### src/rtl/mem_port_arbiter.sv
// Shared memory port sequencer for instruction-fetch (I) and memory-stage (D) requesters.
// Define ARB_ROUND_ROBIN_EN for round-robin conflict resolution; default is fixed D priority.
module mem_port_arbiter #(
  parameter int unsigned N   = 32,
  parameter int unsigned LAT = 2
) (
  input  logic Clk,
  input  logic Reset,
  input  logic IReq,
  output logic IGnt,
  output logic IValid,
  output logic IStall,
  input  logic DReq,
  input  logic DWe,
  output logic DGnt,
  output logic DValid,
  output logic DStall,
  output logic Sel,
  output logic MemEn,
  output logic MemWe
);

  localparam int unsigned CW = $clog2(LAT) + 1;

  if (N == 0 || LAT == 0) begin : g_cfg_check
    $error("mem_port_arbiter: N and LAT must be at least 1");
  end

  typedef enum logic [1:0] {IDLE, ACCESS, RESP} state_t;

  state_t        state;
  logic [CW-1:0] cnt;
  logic          req_any;
  logic          win_d;

`ifdef ARB_ROUND_ROBIN_EN
  logic rr_d;
  logic conflict;

  always_comb begin
    req_any  = IReq | DReq;
    conflict = IReq & DReq;
    win_d    = conflict ? rr_d : DReq;
  end

  // Pointer moves only on contested arbitrations, so the loser wins the next conflict.
  always_ff @(posedge Clk) begin
    if (!Reset)
      rr_d <= 1'b1;
    else if (state != ACCESS && conflict)
      rr_d <= ~rr_d;
  end
`else
  // D is the older instruction in the pipe, so it always wins a conflict.
  always_comb begin
    req_any = IReq | DReq;
    win_d   = DReq;
  end
`endif

  always_ff @(posedge Clk) begin
    if (!Reset) begin
      state  <= IDLE;
      cnt    <= '0;
      Sel    <= 1'b0;
      MemEn  <= 1'b0;
      MemWe  <= 1'b0;
      IGnt   <= 1'b0;
      DGnt   <= 1'b0;
      IValid <= 1'b0;
      DValid <= 1'b0;
    end else begin
      MemEn  <= 1'b0;
      MemWe  <= 1'b0;
      IGnt   <= 1'b0;
      DGnt   <= 1'b0;
      IValid <= 1'b0;
      DValid <= 1'b0;
      case (state)
        ACCESS: begin
          if (cnt == '0) begin
            state  <= RESP;
            IValid <= ~Sel;
            DValid <= Sel;
          end else begin
            cnt <= cnt - CW'(1);
          end
        end
        // IDLE and RESP both arbitrate, giving back-to-back accesses out of RESP.
        default: begin
          if (req_any) begin
            state <= ACCESS;
            Sel   <= win_d;
            MemEn <= 1'b1;
            MemWe <= win_d & DWe;
            IGnt  <= ~win_d;
            DGnt  <= win_d;
            cnt   <= CW'(LAT - 1);
          end else begin
            state <= IDLE;
          end
        end
      endcase
    end
  end

  assign IStall = IReq & ~IValid;
  assign DStall = DReq & ~DValid;

endmodule
### config.mk
export PLATFORM = sky130hd
export DESIGN_NAME = mem_port_arbiter
export DESIGN_NICKNAME = d
export VERILOG_FILES = /design/src/rtl/mem_port_arbiter.sv
export SDC_FILE = /design/constraint.sdc
export NUM_CORES = 1
export LEC_CHECK = 0
export ABC_CLOCK_PERIOD_IN_PS = 3500
export CAP_MARGIN = 15
export CORE_AREA = 10 10 47 49
export CTS_CLUSTER_SIZE = 10
export DETAILED_ROUTE_END_ITERATION = 8
export DIE_AREA = 0 0 57 59
export PLACE_DENSITY_LB_ADDON = 0.2
export SLEW_MARGIN = 15
export SYNTH_ARGS = -nofsm -noshare
export SYNTH_HDL_FRONTEND = slang
export SYNTH_SLANG_ARGS = --single-unit
export TNS_END_PERCENT = 10
### constraint.sdc
create_clock -name Clk -period 3.5 [get_ports Clk]
set_clock_uncertainty 0.1 [all_clocks]
set_input_delay 0.7 -clock Clk [delete_from_list [all_inputs] [get_ports Clk]]
set_output_delay 0.7 -clock Clk [all_outputs]
set_load 0.01 [all_outputs]
== After elaboration in Yosys (flattened, before gate mapping) ==
Cells that the tools add are included.

* Bits in registers: 11
* Bits of input ports: 5
* Logic and storage cells: 38

* Add/sub/neg operators: 1
* Equality and inequality tests: 3
* Multiplexer cells: 7
* Bitwise operators: 11
* Reductions and logical operators: 7

{| class="wikitable"
|+ Operators with widths
! kind !! count
|-
| 2-to-1 mux 2 bit || 5
|-
| NOT 1 bit || 7
|-
| != test 2 bit (second input constant) || 2
|-
| AND reduction 2 bit || 2
|-
| AND 1 bit || 3
|-
| AND reduction 3 bit || 1
|-
| OR reduction 3 bit || 1
|-
| == test 2 x 1 -> 1 bit (second input constant) || 1
|-
| logical NOT 2 bit || 1
|-
| 2-to-1 mux 1 bit || 2
|-
| nonzero test 2 bit || 1
|-
| OR reduction 2 bit || 1
|-
| subtractor 2 x 1 -> 2 bit (second input constant) || 1
|-
| bitwise OR 1 bit || 1
|}

== Longest topological paths before layout ==
Gate-level depths: netlist of run 1.

* Depth after elaboration: 3
* Gate-level depth with buffers: 5

== Worst setup path after synthesis of run 1 ==
Ideal clock, no wire load.

* Kind: input -> output
* Start point: in IReq
* End point: out IStall
* Data arrival time: 0.911 ns
* Required time: 2.700 ns
* Path slack: 1.789 ns
* Cell stages on the path: 2
* Buffers on the path: 0
* Path through: inv_1 > nor2_1

* Cells in the longest elaborated chain, start to end: 1

{| class="wikitable"
|+ RTL lines
! what !! RTL line !! RTL
|-
| start, declared || 9 || <nowiki>input logic IReq,</nowiki>
|-
| AND 1 bit || 107 || <nowiki>assign IStall = IReq & ~IValid;</nowiki>
|-
| end, declared || 12 || <nowiki>output logic IStall,</nowiki>
|}

Every way passes these cells.

== Worst setup path after layout of run 1 ==
* Start point: in DReq
* End point: out DStall

* Cells in the longest elaborated chain, start to end: 1

{| class="wikitable"
|+ RTL lines
! what !! RTL line !! RTL
|-
| start, declared || 13 || <nowiki>input logic DReq,</nowiki>
|-
| AND 1 bit || 108 || <nowiki>assign DStall = DReq & ~DValid;</nowiki>
|-
| end, declared || 17 || <nowiki>output logic DStall,</nowiki>
|}

Every way passes these cells.

==> results of run 1 <==
-- final cells by class --
class	instances	area, sq um	share of cell area, %
sequential	11	220	37.8
multi-input combinational	26	175	30.0
inverter	3	11.3	1.93
timing repair buffer	13	130	22.3
clock buffer	4	26.3	4.51
tap	16	20.0	3.43
-- metrics by stage --
stage,power (mW),instance area (sq um)
after floorplan,0.166,407
after global placement,0.188,557
after detailed placement,0.188,557
after CTS,0.271,583
after global routing,0.281,583
final,0.268,583
-- path summary, 6_finish.rpt --
check / slack [ns] / to / depth (start not counted) / start
max: 0.78 / DStall / 3 / DReq
min: 0.40 / DValid / 1 / Sel
max reg2reg: 2.21 / cnt[0] / 4 / cnt[0]
min reg2reg: 0.40 / DValid / 1 / Sel
-- synth_stat cells --
library cell and count:
ha_1 1, nand3_1 1, dfxtp_1 11, and2b_1 2, nor2b_1 1, or3_1 1
and3_2 1, mux2i_1 1, inv_1 3, o21ai_0 2, nand2b_4 1, and3_4 1
a21boi_0 2, nor3_1 1, nand2_1 2, nor2_1 4, and2_1 4, o211a_1 1
-- metal layers --
metal | vias up | share of wire, %
met5 | - | 0
li1 | 166 | -
met3 | 2 | 13
met2 | 16 | 35
met1 | 124 | 50
met4 | 0 | 1.8
-- cells by family after synthesis --
family / after synthesis / share of synthesized area, %
buffers and inverters: 3 / 2.77
flip-flops: 11 / 54.2
multiplexers: 1 / 2.46
adder cells (fa/ha/maj): 1 / 3.08
AND/OR/NAND/NOR: 19 / 28.9
AO/OA/AOI/OAI: 5 / 8.61
-- power breakdown --
part           internal (mW)  leakage (nW)  switching (mW)
Combinational         0.0269         0.141          0.0193
Clock                 0.0440        0.0150          0.0392
Sequential             0.134        0.0906         0.00426
-- registers in the layout (all words and copies together) (netlist names) --
register / flops
DGnt: 1
DValid: 1
IGnt: 1
IValid: 1
MemEn: 1
MemWe: 1
Sel: 1
cnt: 2
state: 2
==> metrics.yaml, run 1 <==
outcome:
  status: "completed"
global_routing:
  grt.busiest_layer: "met2"
  grt_pass1_vias: 301
  grt_pass1_wl_microns: 1340
  grt_use_met2_pct: 6.36
  grt_max_degree: 8
  grt_overflow_total: 0
  grt_usage_pct: 5.05
  use_met3_pct: 3.86
  met1_usage_pct: 5.47
  antenna_found_initial: 0
setup_path:
  path_buf_inv: 2
  worstPathCellList: "clkdlybuf4s50_1 -> nor2b_1 -> clkdlybuf4s50_1"
  worstPathMaxFanout: 5
  path_class: "input pin to output port"
  cp_slowest_cell: "clkdlybuf4s50_1"
  critPathRequiredTime_ns: 2.70
  arrival_ns: 1.92
  cp_top_family: "buffers and inverters"
  max_stage_delay_ns: 0.54
  end_kind: "output port"
  cpMostUsedCell: "clkdlybuf4s50_1"
  cp-start-kind: "input pin"
final_layout:
  syn2layout_area_growth_pct: 43.4
  nFillCells: 147
  layout.nets: 64
  drive_gt1_share_pct: 10.5
  n_antenna_cell: 0
  final_common_cell: "clkdlybuf4s50_1"
  utilization_pct: 41.6
  final_cells: 73
  final_cell_mix: "clkdlybuf4s50_1, dfxtp_1, and2_1, nor2_1"
placed_design:
  place_ws_ns: 0.774
  dp_hpwl_microns: 602
  io_buffer_count: 13
  place_inst: 69
  gp_congestion: 0.662
clock_network:
  h-tree-depth: 1
  worstSkewPairLatency_ns: 0.26
  max-clock-path-buffers: 2
  cts_buffers: 3
  cts_tree: "built"
  cts_hold_buffers: 0
  cts_resized: 0
  cts_setup_buffers: 0
  ctsRootBufferMaster: "clkbuf_4"
  clkTransAtPathRegs_ns: 0.07
  clkSinkCount: 11
route:
  drt_pass1_iterations: 4
  drc: 0
  wl_per_cell_microns: 10.4
  vias: 308
  vias_per_cell: 4.22
  drt-total-wl_microns: 757
  postRouteAntennaNets: 0
  first_iter_violations: 7
sta:
  worst_pin_slew_ns: 0.215
  relSlewSlack_pct: 85.6
  hold_ws_ns: 0.400
  finalMaxSlewViolations: 0
  finalHoldViolations: 0
  rsz0062_at_grt: "false"
  setup_violations: 0
  min_period_ns: 2.72
  layout_worst_path_cycle_share_pct: 77.7
  fin_setup_tns_ns: 0
  fmax_mhz: 368
  fin_ws_ns: 0.782
synth:
  ys_warn_count: 0
  yosys.cell_types.count: 18
  yosysTopAreaCellShare_pct: 54.2
  synth_area_leaders: "dfxtp_1, and2_1, a21boi_0"
  synth-seq-cells: 11
  synth_top_area_cell: "dfxtp_1"
  synth_seq_area_share_pct: 54.2
  syn_avg_cell_area_sq_um: 10.2
  syn_inst: 40
  syn-num-nets: 46
  syn_area_sq_um: 407
die:
  chipHeight_microns: 59
  fp.dieW_microns: 57
  die_area_sq_mm: 0.00336
  coreArea_sq_mm: 0.00140
  io_pins: 14
  initial_core_util_pct: 29.0
  num_rows: 14
run:
  drv_cap: 0
power_and_ir_drop:
  irDropWorstVdd_v: 0.000157
  power_density_mw_per_mm2: 459
  leakage_nw: 0.246
worst_hold_path:
  hold_path.class: "flop to flop"
Note: power is estimated with default switching activity, not from simulation.
==> run 2: changes to the inputs <==
--- a/config.mk
+++ b/config.mk
@@ -5,7 +5,7 @@
 export SDC_FILE = /design/constraint.sdc
 export NUM_CORES = 1
 export LEC_CHECK = 0
-export ABC_CLOCK_PERIOD_IN_PS = 3500
+export ABC_CLOCK_PERIOD_IN_PS = 2300
 export CAP_MARGIN = 15
 export CORE_AREA = 10 10 47 49
 export CTS_CLUSTER_SIZE = 10
==> constraint.sdc (replaced) <==
create_clock -name Clk -period 2.3 [get_ports Clk]
set_clock_uncertainty 0.1 [all_clocks]
set_input_delay 0.46 -clock Clk [delete_from_list [all_inputs] [get_ports Clk]]
set_output_delay 0.46 -clock Clk [all_outputs]
set_load 0.01 [all_outputs]
==> run 2 against run 1 <==
Against the previous run:
- clock power rose by 56%
- utilization rose by 0.80 points
- via count rose by 5.5%
- critical path type unchanged
- largest power group unchanged
- highest routed layer is now met3
==> metrics.yaml, run 2 (same netlist as run 1, synthesis figures left out) <==
final_layout:
  nFillCells: 137  # was 147
  multi_input_area_sq_um: 175  # unchanged
  syn2layout_area_growth_pct: 46.2  # was 43.4%
  final_common_cell: "clkdlybuf4s50_1"  # unchanged
  seq_area_sq_um: 220  # unchanged
  final_cell_area_sq_um: 594  # was 583 sq um
  drive_gt1_share_pct: 13.8  # was 10.5%
  top_regs: "cnt (2), state (2)"  # unchanged
  layout.nets: 65  # was 64
  final_cell_mix: "clkdlybuf4s50_1, dfxtp_1, and2_1, nor2_1"  # unchanged
  n_antenna_cell: 0  # unchanged
global_routing:
  grt_pass1_vias: 323  # was 301
  antenna_found_initial: 0  # unchanged
  grt_usage_pct: 5.62  # was 5.05%
  grt_overflow_total: 0  # unchanged
  grt_max_degree: 8  # unchanged
  grt_pass1_wl_microns: 1450  # was 1340 microns
clock_network:
  cts_buffers: 3  # unchanged
  cts_resized: 0  # unchanged
  cts_setup_buffers: 0  # unchanged
  cts_tree: "built"  # unchanged
  cts_hold_buffers: 0  # unchanged
  worstSkewPairLatency_ns: 0.27  # was 0.26 ns
  ctsRootBufferMaster: "clkbuf_4"  # unchanged
  max-clock-path-buffers: 2  # unchanged
  clkSinkCount: 11  # unchanged
  clkTransAtPathRegs_ns: 0.08  # was 0.07 ns
  h-tree-depth: 1  # unchanged
power_and_ir_drop:
  p_comb_share_pct: 17.5  # was 17.3%
  clkPwrFrac_pct: 31.4  # was 31.1%
  power.internal_mw: 0.310  # was 0.205 mW
  irDropWorstVdd_v: 0.000273  # was 0.000157 V
  swShare_pct: 24.9  # was 23.4%
  power_density_mw_per_mm2: 694  # was 459 mW/mm^2
  p_seq_share_pct: 51.1  # was 51.7%
  leakage_nw: 0.264  # was 0.246 nW
  power_switching_mw: 0.103  # was 0.0627 mW
sta:
  fmax_mhz: 458
  fin_setup_tns_ns: 0  # unchanged
  finalHoldViolations: 0  # unchanged
  layout_worst_path_cycle_share_pct: 94.9
  hold_ws_ns: 0.402  # was 0.400 ns
  relSlewSlack_pct: 85.7  # was 85.6%
  rsz0062_at_grt: "false"  # unchanged
  min_period_ns: 2.18
  worst_pin_slew_ns: 0.214  # was 0.215 ns
  finalMaxSlewViolations: 0  # unchanged
  setup_violations: 0  # unchanged
setup_path:
  cp_slowest_cell: "clkdlybuf4s50_1"  # unchanged
  worstPathMaxFanout: 2  # was 5
  cpMostUsedCell: "clkdlybuf4s50_1"  # unchanged
  cp_top_family: "buffers and inverters"  # unchanged
  rr_startpoint: "cnt[1]"  # was cnt[0]
  path_class: "input pin to output port"  # unchanged
  worst_r2r_path_depth: 4  # unchanged
  max_stage_delay_ns: 0.54  # about the same
  startpoint: "DReq"  # unchanged
  worstPathCellList: "clkdlybuf4s50_1 -> nor2b_1 -> clkdlybuf4s50_1"  # unchanged
  r2r_slack_ns: 0.99  # was 2.21 ns
  path_depth: 3  # unchanged
  path_buf_inv: 2  # unchanged
  reg2reg_to: "cnt[0]"  # unchanged
  crit_path_end: "DStall"  # unchanged
  cp-start-kind: "input pin"  # unchanged
  arrival_ns: 1.62  # was 1.92 ns
  end_kind: "output port"  # unchanged
  critPathRequiredTime_ns: 1.74  # was 2.70 ns
die:
  fp.dieW_microns: 57  # unchanged
  io_pins: 14  # unchanged
  chipHeight_microns: 59  # unchanged
  initial_core_util_pct: 29.0  # unchanged
  coreArea_sq_mm: 0.00140  # unchanged
  die_area_sq_mm: 0.00336  # unchanged
  num_rows: 14  # unchanged
run:
  drv_cap: 0  # unchanged
route:
  wl_per_cell_microns: 11.4  # was 10.4 microns
  drt-total-wl_microns: 840  # was 757 microns
  wl_met2_microns: 365  # was 264 microns
  wl_met3_microns: 105  # was 102 microns
  vias: 325  # was 308
  top_layer: "met3"  # was met4
  postRouteAntennaNets: 0  # unchanged
  wl_met1_microns: 368  # was 376 microns
  first_iter_violations: 2  # was 7
  vias_per_cell: 4.39  # was 4.22
  drc: 0  # unchanged
  drt_pass1_iterations: 4  # unchanged
outcome:
  status: "completed"  # unchanged
placed_design:
  place_area_sq_um: 564  # was 557 sq um
  dp_hpwl_microns: 684  # was 602 microns
  gp_congestion: 0.712  # was 0.662
  io_buffer_count: 13  # unchanged
worst_hold_path:
  hold_path.class: "flop to flop"  # unchanged
## run 2: per-stage QoR
| stage | power, mW | cells | util (%) | worst slack, ns |
|---|---|---|---|---|
| 6_report | 0.413 | 74 | 42.4 | 0.118 |
| 5_1_grt | 0.437 | 74 | 42.4 | 0.0723 |
| 4_1_cts | 0.421 | 74 | 42.2 | 0.0840 |
| 3_5_place_dp | 0.289 | 70 | 40.3 | 0.0949 |
| 3_3_place_gp | 0.288 | 70 | 40.3 | 0.106 |
| 2_1_floorplan | 0.252 | 40 | - | 1.06 |
## run 2: worst min-delay path by stage
| stage | start | endpoint | slack (ns) | cells past startpoint |
|---|---|---|---|---|
| floorplan | cnt[1] | cnt[1] | 0.36 | 2 |
| global placement | cnt[0] | cnt[0] | 0.38 | 1 |
| detailed placement | cnt[0] | cnt[0] | 0.39 | 1 |
| CTS | cnt[0] | cnt[0] | 0.41 | 1 |
| global route | cnt[0] | cnt[0] | 0.41 | 1 |
| finish | cnt[0] | cnt[0] | 0.40 | 1 |
## run 2: area by class of cell
| cell class | instances | area share (%) |
|---|---|---|
| clock buffers | 3 | 3.79 |
| clock inverters | 1 | 0.842 |
| inverters | 3 | 1.89 |
| multi-input cells | 26 | 29.5 |
| flip-flops and latches | 11 | 37.1 |
| well taps | 16 | 3.37 |
| repair buffers | 14 | 23.6 |
## run 2: worst reg2reg max path, stage by stage (launching register included)
cell     delay (ns)
dfxtp_1        0.36
inv_1          0.05
ha_1           0.22
or3_1          0.35
o211a_1        0.12
## run 2: power by group through the flow
stage	sequential, mW	clock (mW)	combinational, mW
floorplan	0.218	0	0.0342
global route	0.213	0.145	0.0799
detailed placement	0.215	0	0.0737
CTS	0.211	0.136	0.0739
finish	0.211	0.130	0.0722
global placement	0.215	0	0.0731
## run 2: per-layer routing
metal	global-route usage (%)	vias to the layer above
met5	0	-
li1	-	168
met4	4.03	0
met1	5.47	143
met3	4.72	0
met2	7.75	14
